$ cat src/rtl/signed_div_16by8_if.sv
// Request/result bundle for the 16-by-8 signed divider.
// master drives operands, slave returns results and status.
interface signed_div_16by8_if;
  logic        startOperation;
  logic [15:0] dividend;
  logic [7:0]  divisor;
  logic [15:0] quotient;
  logic [7:0]  remainder;
  logic        done;
  logic        busy;
  logic        div_by_zero;
  logic        overflow;

  modport master (
    output startOperation, dividend, divisor,
    input  quotient, remainder, done, busy,
    input  div_by_zero, overflow
  );

  modport slave (
    input  startOperation, dividend, divisor,
    output quotient, remainder, done, busy,
    output div_by_zero, overflow
  );
endinterface

$ cat src/rtl/signed_div_16by8.sv
// Multi-cycle signed 16/8 divider, restoring algorithm on magnitudes.
// Quotient truncates toward zero; remainder takes the dividend's sign.
module signed_div_16by8 (
  input logic               clk,
  input logic               rst,
  signed_div_16by8_if.slave bus
);

  typedef enum logic [1:0] {
    IDLE,
    SETUP,
    DIVIDE,
    FINISH
  } state_t;

  state_t state, state_nx;

  logic [15:0] a_q;
  logic [7:0]  b_q;
  logic [15:0] q_r;
  logic [7:0]  r_r;
  logic [8:0]  d_r;
  logic [3:0]  cnt;
  logic        qsgn;
  logic        rsgn;

  logic [15:0] a_mag;
  logic [8:0]  b_ext;
  logic [8:0]  d_mag;
  logic [8:0]  r_sh;
  logic        ge;
  logic [7:0]  r_nx;
  logic        dz;
  logic        sat;
  logic [15:0] q_fin;
  logic [7:0]  r_fin;

  assign a_mag = a_q[15] ? -a_q : a_q;
  // 9 bits so that -128 yields +128
  assign b_ext = {b_q[7], b_q};
  assign d_mag = b_q[7] ? -b_ext : b_ext;

  assign r_sh = {r_r, q_r[15]};
  assign ge   = r_sh >= d_r;
  assign r_nx = ge ? 8'(r_sh - d_r) : r_sh[7:0];

  assign dz  = b_q == 8'd0;
  assign sat = (a_q == 16'h8000) && (b_q == 8'hFF);

  always_comb begin
    q_fin = qsgn ? -q_r : q_r;
    r_fin = rsgn ? -r_r : r_r;
    unique case (1'b1)
      dz: begin
        q_fin = '0;
        r_fin = '0;
      end
      sat: begin
        q_fin = 16'h7FFF;
        r_fin = '0;
      end
      default: ;
    endcase
  end

  always_ff @(posedge clk or negedge rst) begin
    if (!rst) state <= IDLE;
    else      state <= state_nx;
  end

  always_comb begin
    state_nx = state;
    unique case (state)
      IDLE:
        if (bus.startOperation)
          state_nx = SETUP;
      SETUP:
        state_nx = dz ? FINISH : DIVIDE;
      DIVIDE:
        if (cnt == 4'd15)
          state_nx = FINISH;
      FINISH:
        state_nx = IDLE;
      default:
        state_nx = IDLE;
    endcase
  end

  always_ff @(posedge clk or negedge rst) begin
    if (!rst) begin
      a_q             <= '0;
      b_q             <= '0;
      q_r             <= '0;
      r_r             <= '0;
      d_r             <= '0;
      cnt             <= '0;
      qsgn            <= 1'b0;
      rsgn            <= 1'b0;
      bus.quotient    <= '0;
      bus.remainder   <= '0;
      bus.done        <= 1'b0;
      bus.busy        <= 1'b0;
      bus.div_by_zero <= 1'b0;
      bus.overflow    <= 1'b0;
    end else begin
      bus.done <= 1'b0;
      unique case (state)
        IDLE:
          if (bus.startOperation) begin
            a_q      <= bus.dividend;
            b_q      <= bus.divisor;
            bus.busy <= 1'b1;
          end
        SETUP: begin
          q_r  <= a_mag;
          r_r  <= '0;
          d_r  <= d_mag;
          qsgn <= a_q[15] ^ b_q[7];
          rsgn <= a_q[15];
          cnt  <= '0;
        end
        DIVIDE: begin
          q_r <= {q_r[14:0], ge};
          r_r <= r_nx;
          cnt <= cnt + 4'd1;
        end
        FINISH: begin
          bus.quotient    <= q_fin;
          bus.remainder   <= r_fin;
          bus.div_by_zero <= dz;
          bus.overflow    <= sat;
          bus.done        <= 1'b1;
          bus.busy        <= 1'b0;
        end
        default: ;
      endcase
    end
  end

endmodule

$ cat src/flat_wrapper.sv
// flat-port wrapper written by rule: the top's interface ports become plain ports
module signed_div_16by8_flat 
  (clk, rst, bus_startOperation, bus_dividend, bus_divisor, bus_quotient, bus_remainder, bus_done, bus_busy, bus_div_by_zero, bus_overflow);
  signed_div_16by8_if bus_i ();
  input logic clk;
  input logic rst;
  input wire logic [$bits(bus_i.startOperation)-1:0] bus_startOperation;
  input wire logic [$bits(bus_i.dividend)-1:0] bus_dividend;
  input wire logic [$bits(bus_i.divisor)-1:0] bus_divisor;
  output wire logic [$bits(bus_i.quotient)-1:0] bus_quotient;
  output wire logic [$bits(bus_i.remainder)-1:0] bus_remainder;
  output wire logic [$bits(bus_i.done)-1:0] bus_done;
  output wire logic [$bits(bus_i.busy)-1:0] bus_busy;
  output wire logic [$bits(bus_i.div_by_zero)-1:0] bus_div_by_zero;
  output wire logic [$bits(bus_i.overflow)-1:0] bus_overflow;
  assign bus_i.startOperation = bus_startOperation;
  assign bus_i.dividend = bus_dividend;
  assign bus_i.divisor = bus_divisor;
  assign bus_quotient = bus_i.quotient;
  assign bus_remainder = bus_i.remainder;
  assign bus_done = bus_i.done;
  assign bus_busy = bus_i.busy;
  assign bus_div_by_zero = bus_i.div_by_zero;
  assign bus_overflow = bus_i.overflow;
  signed_div_16by8 u_core (.clk(clk), .rst(rst), .bus(bus_i));
endmodule
$ cat config.mk
export PLATFORM = sky130hd
export DESIGN_NAME = signed_div_16by8_flat
export DESIGN_NICKNAME = d
export VERILOG_FILES = /design/src/rtl/signed_div_16by8_if.sv /design/src/rtl/signed_div_16by8.sv /design/src/flat_wrapper.sv
export SDC_FILE = /design/constraint.sdc
export NUM_CORES = 1
export LEC_CHECK = 0
export CORE_UTILIZATION = 40
export CTS_BUF_LIST = sky130_fd_sc_hd__clkbuf_4
export CTS_CLUSTER_SIZE = 10
export DETAILED_ROUTE_END_ITERATION = 16
export GPL_TIMING_DRIVEN = 0
export HOLD_SLACK_MARGIN = 0.12
export MAX_ROUTING_LAYER = met4
export PLACE_DENSITY = 0.71
export SLEW_MARGIN = 20
export SYNTH_ARGS = -nofsm -noshare
export SYNTH_HDL_FRONTEND = slang
export SYNTH_SLANG_ARGS = --single-unit
$ cat constraint.sdc
create_clock -name clk -period 2.25 [get_ports clk]
set_clock_uncertainty 0.05 [all_clocks]
set_input_delay 0.45 -clock clk [delete_from_list [all_inputs] [get_ports clk]]
set_output_delay 0.45 -clock clk [all_outputs]
set_load 0.03 [all_outputs]
==> metrics.yaml, run 1 <==
yosys.area.top_type: "dfrtp_1"
synth_ff_type: "dfrtp_1"
rsz0062_at_grt: "true"
fill_cells: 1163
gp_congestion: 0.862
fin_util_pct: 52.6
crit_type: "reg -> reg"
r2r_cells: 9
synth.yosys.seq_area_share_pct: 44.2
status: "finished with violations"
cellLeakagePower_uw: 0.00278
maxCapViolCount: 0
slowest_delay_ns: 0.47
cp-end-kind: "register"
worst_skew_pair.late_latency_ns: 0.45
reg2reg_slack_ns: -0.21
wl_per_cell_um: 15.9
yosysWarnings: 0
syn_inst: 521
start_kind: "register"
h-tree-depth: 3
routed_wl_mm: 12.6
setup_ws_ns: -0.211
ys_ff_latch: 93
antenna_found_initial: 1
synth.distinct_cells: 60
drt_first_pass_iters: 4
grt_pass1_vias: 4295
r2r-start: "u_core.a_q[1]"
fin_crit_sh_pct: 109
max_freq_mhz: 406
power_density_nw_per_um2: 1470
synth_area_leaders: "dfrtp_1 (44%), mux2_2 (6.4%), ha_1 (4.5%)"
core_um2: 12700
period_needed_ns: 2.46
cts.root.buffer_cell: "clkbuf_4"
portBuffers: 54
place_area_um2: 6070
hold_class: "in -> async"
ios: 55
finalNetCount: 658
hold_ws_ns: 0.394
critPathRequiredTime_ns: 2.53
overflow: 0
synth.top_cell.area_share_pct: 44.2
fp.dieArea_um2: 13600
start_util_pct: 41.3
peakVddDrop_mv: 0.562
place_hpwl_mm: 9.02
syn_area_um2: 5260
cp_slowest_cell: "or4b_4"
die_w_um: 117
numCtsBuffers: 9
cts_tree: "yes"
synth_edf_count: 0
clockBufferDepth: 2
drtIter0Drc: 255
drc: 0
crit_chain: "inv_1 -> ha_2 -> or4b_4 -> or3_4 -> nor4_4 -> buf_4 -> or2_1 -> buf_6 -> o221ai_2"
critPathMaxFanout: 7
postRouteAntennaNets: 0
setup_viol: 32
avgSynthCellArea_um2: 10.1
crit_arrival_ns: 2.74
violations: "negative setup slack"
drv_slew: 0
hold_viol: 0
drive_above_1_share_pct: 22.2
via_per_inst: 5.34
die_h_um: 117
clkTransAtPathRegs_ns: 0.15
relSlewSlack_pct: 53.7
grt_util_all_layers_pct: 20.3
synthArstFlopShare_pct: 100
cts_sinks: 93
fin_area_um2: 6700
worst_pin_slew_ns: 0.695
grt_max_degree: 62
routed-via-count: 4217
syn_to_final_growth_pct: 27.3
r2r_end: "u_core.bus.quotient[9]"
syn-num-nets: 568
grt_pass1_wl_mm: 21.0
fp-row-count: 41
==> synth_stat cells, types with 6 or more instances <==
cell type and count:
xnor2_1 19, o2bb2ai_1 8, clkbuf_1 17, ha_1 19, inv_1 49, o31ai_1 15
nand2_1 34, a21oi_1 20, xor2_1 22, nor2b_1 13, o22ai_1 6, nand3_1 13
o21ai_0 29, o221ai_1 17, mux2_2 30, nor3_1 6, nor2_1 20, dfrtp_1 93
==> layout make-up <==
class                      count  area [µm²]  area share [%]
multi-input combinational    353        2920            43.7
sequential                    93        2330            34.8
timing repair buffer          80         787            11.8
tap                          172         215            3.21
inverter                      49         184            2.75
buffer                        25         119            1.78
clock buffer                   9        67.6            1.01
clock inverter                 7        63.8           0.953
antenna                        1        2.50          0.0374
==> per-layer routing <==
layer  part of all wire, %  global-route usage (%)
met1                    48                    27.0
met2                    46                    31.7
met3                   4.0                    2.75
met4                   2.0                    7.59
met5                     0                       -
==> cells in the final DEF (no fill, tap or decap), drive strengths merged, types with 5 or more instances in the layout <==
cell type and n:
ha 19, nand2 35, o31ai 15, nor2b 13, o21ai 30, or3 6, xnor2 19, buf 35
mux2 30, clkbuf 25, o2bb2ai 8, nor3 6, nand4 5, or4 7, nand3 13, nor2 20
a21oi 20, xor2 22, clkdlybuf4s50 53, o221ai 21, dfrtp 93, inv 50, o22ai 6
==> how the worst max path moves through the flow <==
stage | from | to | slack (ns) | cells after the start
after detailed placement | u_core.a_q[1] | u_core.bus.quotient[9] | -0.36 | 8
after CTS | u_core.a_q[1] | u_core.bus.quotient[9] | -0.20 | 9
after floorplan | u_core.a_q[0] | u_core.bus.quotient[7] | -0.06 | 8
final | u_core.a_q[1] | u_core.bus.quotient[9] | -0.21 | 9
after global routing | u_core.a_q[0] | u_core.bus.quotient[8] | -0.30 | 9
after global placement | rst | u_core.bus.quotient[11] | -2.63 | 1
==> stage by stage <==
| stage | worst slack [ns] | TNS, ns | total power (µW) | std cells |
|---|---|---|---|---|
| final | -0.211 | -3.92 | 9860 | 789 |
| after detailed placement | -0.362 | -8.08 | 8320 | 748 |
| after floorplan | -0.0611 | -0.335 | 6780 | 521 |
| after global routing | -0.300 | -7.07 | 10600 | 789 |
| after global placement | -2.63 | -250.82 | 8120 | 747 |
| after CTS | -0.199 | -3.28 | 9570 | 779 |
==> cell families (layout without fill, tap and decap cells) <==
logic type      after synthesis  count (layout)  share of synthesized area (%)
compound gates              133             133                           18.3
simple gates                125             125                           12.9
flops                        93              93                           44.2
buf+inv                      75             170                           5.69
xor+xnor                     41              41                           6.83
mux                          34              34                           7.18
fa+ha+maj                    20              20                           4.90
other cells                   0               1                              0
==> registers in the layout (all words and copies together) (netlist names) <==
name                    count
u_core.a_q                 16
u_core.bus.div_by_zero      1
u_core.r_r                  8
u_core.state                2
u_core.bus.remainder        8
u_core.bus.done             1
u_core.bus.overflow         1
u_core.b_q                  8
u_core.cnt                  4
u_core.qsgn                 1
u_core.bus.busy             1
u_core.rsgn                 1
u_core.q_r                 16
u_core.d_r                  9
u_core.bus.quotient        16
==> critical path, delay by kind of cell (launching register included) <==
| kind | cells | cell delay, ns |
|---|---|---|
| buffers and inverters | 3 | 0.40 |
| AOI/OAI and AO/OA | 1 | 0.11 |
| adders and majority gates | 1 | 0.18 |
| DFF | 1 | 0.41 |
| and+or+nand+nor | 4 | 1.19 |
==> power breakdown <==
group	total [µW]	internal (µW)	leakage (µW)	switching (µW)
registers	3130	2410	0.00115	714
clock network	903	332	0.0000712	571
logic	5830	2590	0.00156	3240
total	9860	5340	0.00278	4520
==> what timing repair did <==
item | CTS | global route
pin swaps | 20 | 11
hold buffers | 1 | 0
resized for setup | 37 | 32
endpoints found under the hold margin | 32 | 0
gates cloned | 1 | 0
endpoints found under the setup margin | 36 | 44
setup buffers | 13 | 10
No activity file was read; power rests on OpenSTA's default activity.
==> inputs of run 2 (changes only) <==
--- a/config.mk
+++ b/config.mk
@@ -13,7 +13,6 @@
 export HOLD_SLACK_MARGIN = 0.12
 export MAX_ROUTING_LAYER = met4
 export PLACE_DENSITY = 0.71
-export SLEW_MARGIN = 20
 export SYNTH_ARGS = -nofsm -noshare
 export SYNTH_HDL_FRONTEND = slang
 export SYNTH_SLANG_ARGS = --single-unit
==> metrics.yaml, run 2 (same netlist as run 1, synthesis figures left out) <==
routed-via-count: 4217
startpoint: "u_core.a_q[1]"
start_util_pct: 41.3
grt_pass1_wl_mm: 21.0
drtIter0Drc: 255
cts.root.buffer_cell: "clkbuf_4"
fin_area_um2: 6690
clockBufferDepth: 2
cellLeakagePower_uw: 0.00278
h-tree-depth: 3
cts_sinks: 93
place_hpwl_mm: 9.02
fill_cells: 1163
drv_slew: 0
setup_ws_ns: -0.211
r2r-start: "u_core.a_q[1]"
final_common_cell: "dfrtp_1"
crit_type: "reg -> reg"
syn_to_final_growth_pct: 27.2
r2r_cells: 9
critPathMaxFanout: 7
cp-end-kind: "register"
worst_pin_slew_ns: 0.695
overflow: 0
finalNetCount: 658
antenna_found_initial: 1
rsz0062_at_grt: "true"
cp_slowest_cell: "or4b_4"
hold_class: "in -> async"
fin_cells: 789
postRouteAntennaNets: 0
status: "finished with violations"
grt_max_degree: 62
final_cell_mix: "dfrtp_1 (89), clkdlybuf4s50_1 (53), inv_1 (47)"
place_area_um2: 6070
core_um2: 12700
grt_pass1_vias: 4295
start_kind: "register"
numCtsBuffers: 9
relSlewSlack_pct: 53.7
max_freq_mhz: 406
fp.dieArea_um2: 13600
drt_first_pass_iters: 4
place_worst_setup_slack_ns: -0.362
ios: 55
crit_chain: "inv_1 -> ha_2 -> or4b_4 -> or3_4 -> nor4_4 -> buf_4 -> or2_1 -> buf_6 -> o221ai_2"
setup_viol: 32
via_per_inst: 5.34
dp_cells: 748
peakVddDrop_mv: 0.562
portBuffers: 54
r2r_end: "u_core.bus.quotient[9]"
wl_per_cell_um: 15.9
reg2reg_slack_ns: -0.21
maxCapViolCount: 0
largestRegisters: "u_core.a_q (16), u_core.bus.quotient (16), u_core.q_r (16)"
period_needed_ns: 2.46
hold_viol: 0
die_h_um: 117
drc: 0
fp-row-count: 41
crit_arrival_ns: 2.74
routed_wl_mm: 12.6
worst_skew_pair.late_latency_ns: 0.45
critPathRequiredTime_ns: 2.53
die_w_um: 117
grt_util_all_layers_pct: 20.3
power_density_nw_per_um2: 1470
violations: "negative setup slack"
fin_crit_sh_pct: 109
gp_congestion: 0.862
endpoint: "u_core.bus.quotient[9]"
clkTransAtPathRegs_ns: 0.15
cts_tree: "yes"
slowest_delay_ns: 0.47
drive_above_1_share_pct: 22.2
[run 2: cell types whose count changed in the layout (fill, tap and decap cells not counted)]
cell	delta
buf_4	+1
buf_6	-1
[run 2: metrics by stage]
step           hold slack, ns  utilization, %  setup TNS [ns]  total power (µW)
3_5_place_dp            0.382            47.7           -8.08              8320
3_3_place_gp            0.420            47.5         -250.82              8120
6_report                0.434            52.6           -3.92              9860
5_1_grt                 0.446            52.6           -7.07             10600
4_1_cts                 0.428            51.2           -3.28              9570
2_1_floorplan           0.104               -          -0.335              6780
[run 2: layout make-up]
class	count	area, µm²	area share, %
well taps	172	215	3.22
flip-flops and latches	93	2330	34.9
multi-input cells	353	2920	43.7
clock inverters	7	63.8	0.954
inverters	49	184	2.75
repair buffers	80	783	11.7
clock buffers	9	67.6	1.01
plain buffers	25	119	1.78
diodes	1	2.50	0.0374
[run 2: worst min path at each step]
stage                                        from                 endpoint  slack, ns  depth (start not counted)
final                                         rst          u_core.state[1]       0.43                          2
after global routing                          rst          u_core.state[1]       0.45                          2
after CTS                                     rst            u_core.a_q[3]       0.43                          2
after detailed placement                      rst            u_core.b_q[6]       0.38                          1
after global placement    u_core.bus.remainder[4]  u_core.bus.remainder[4]       0.42                          1
after floorplan                               rst            u_core.a_q[0]       0.10                          0
[run 2: timing repair]
action                                  4_1_cts  5_1_grt
setup buffers                                13       10
resized for setup                            37       32
hold buffers                                  1        0
endpoints found under the hold margin        32        0
endpoints found under the setup margin       36       44
pin swaps                                    20       11
gates cloned                                  1        0
[run 2: metal layers]
layer  GRT usage [%]  vias up  wire length [µm]
met1            27.0     2028              5990
li1                -     2067                 -
met2            31.7      102              5810
met3            2.75       20               503
met4            7.59        0               255
met5               -        -                 0
[run 2: power by group]
group | total (µW) | internal, µW | leakage [µW] | switching [µW]
Sequential | 3130 | 2410 | 0.00115 | 714
Clock | 903 | 332 | 0.0000712 | 571
Combinational | 5830 | 2590 | 0.00156 | 3240
[run 2: critical path, delay by kind of cell (launching register included)]
kind | cells | cell delay [ns]
buf+inv | 3 | 0.40
flops | 1 | 0.41
simple gates | 4 | 1.19
compound gates | 1 | 0.11
fa+ha+maj | 1 | 0.18
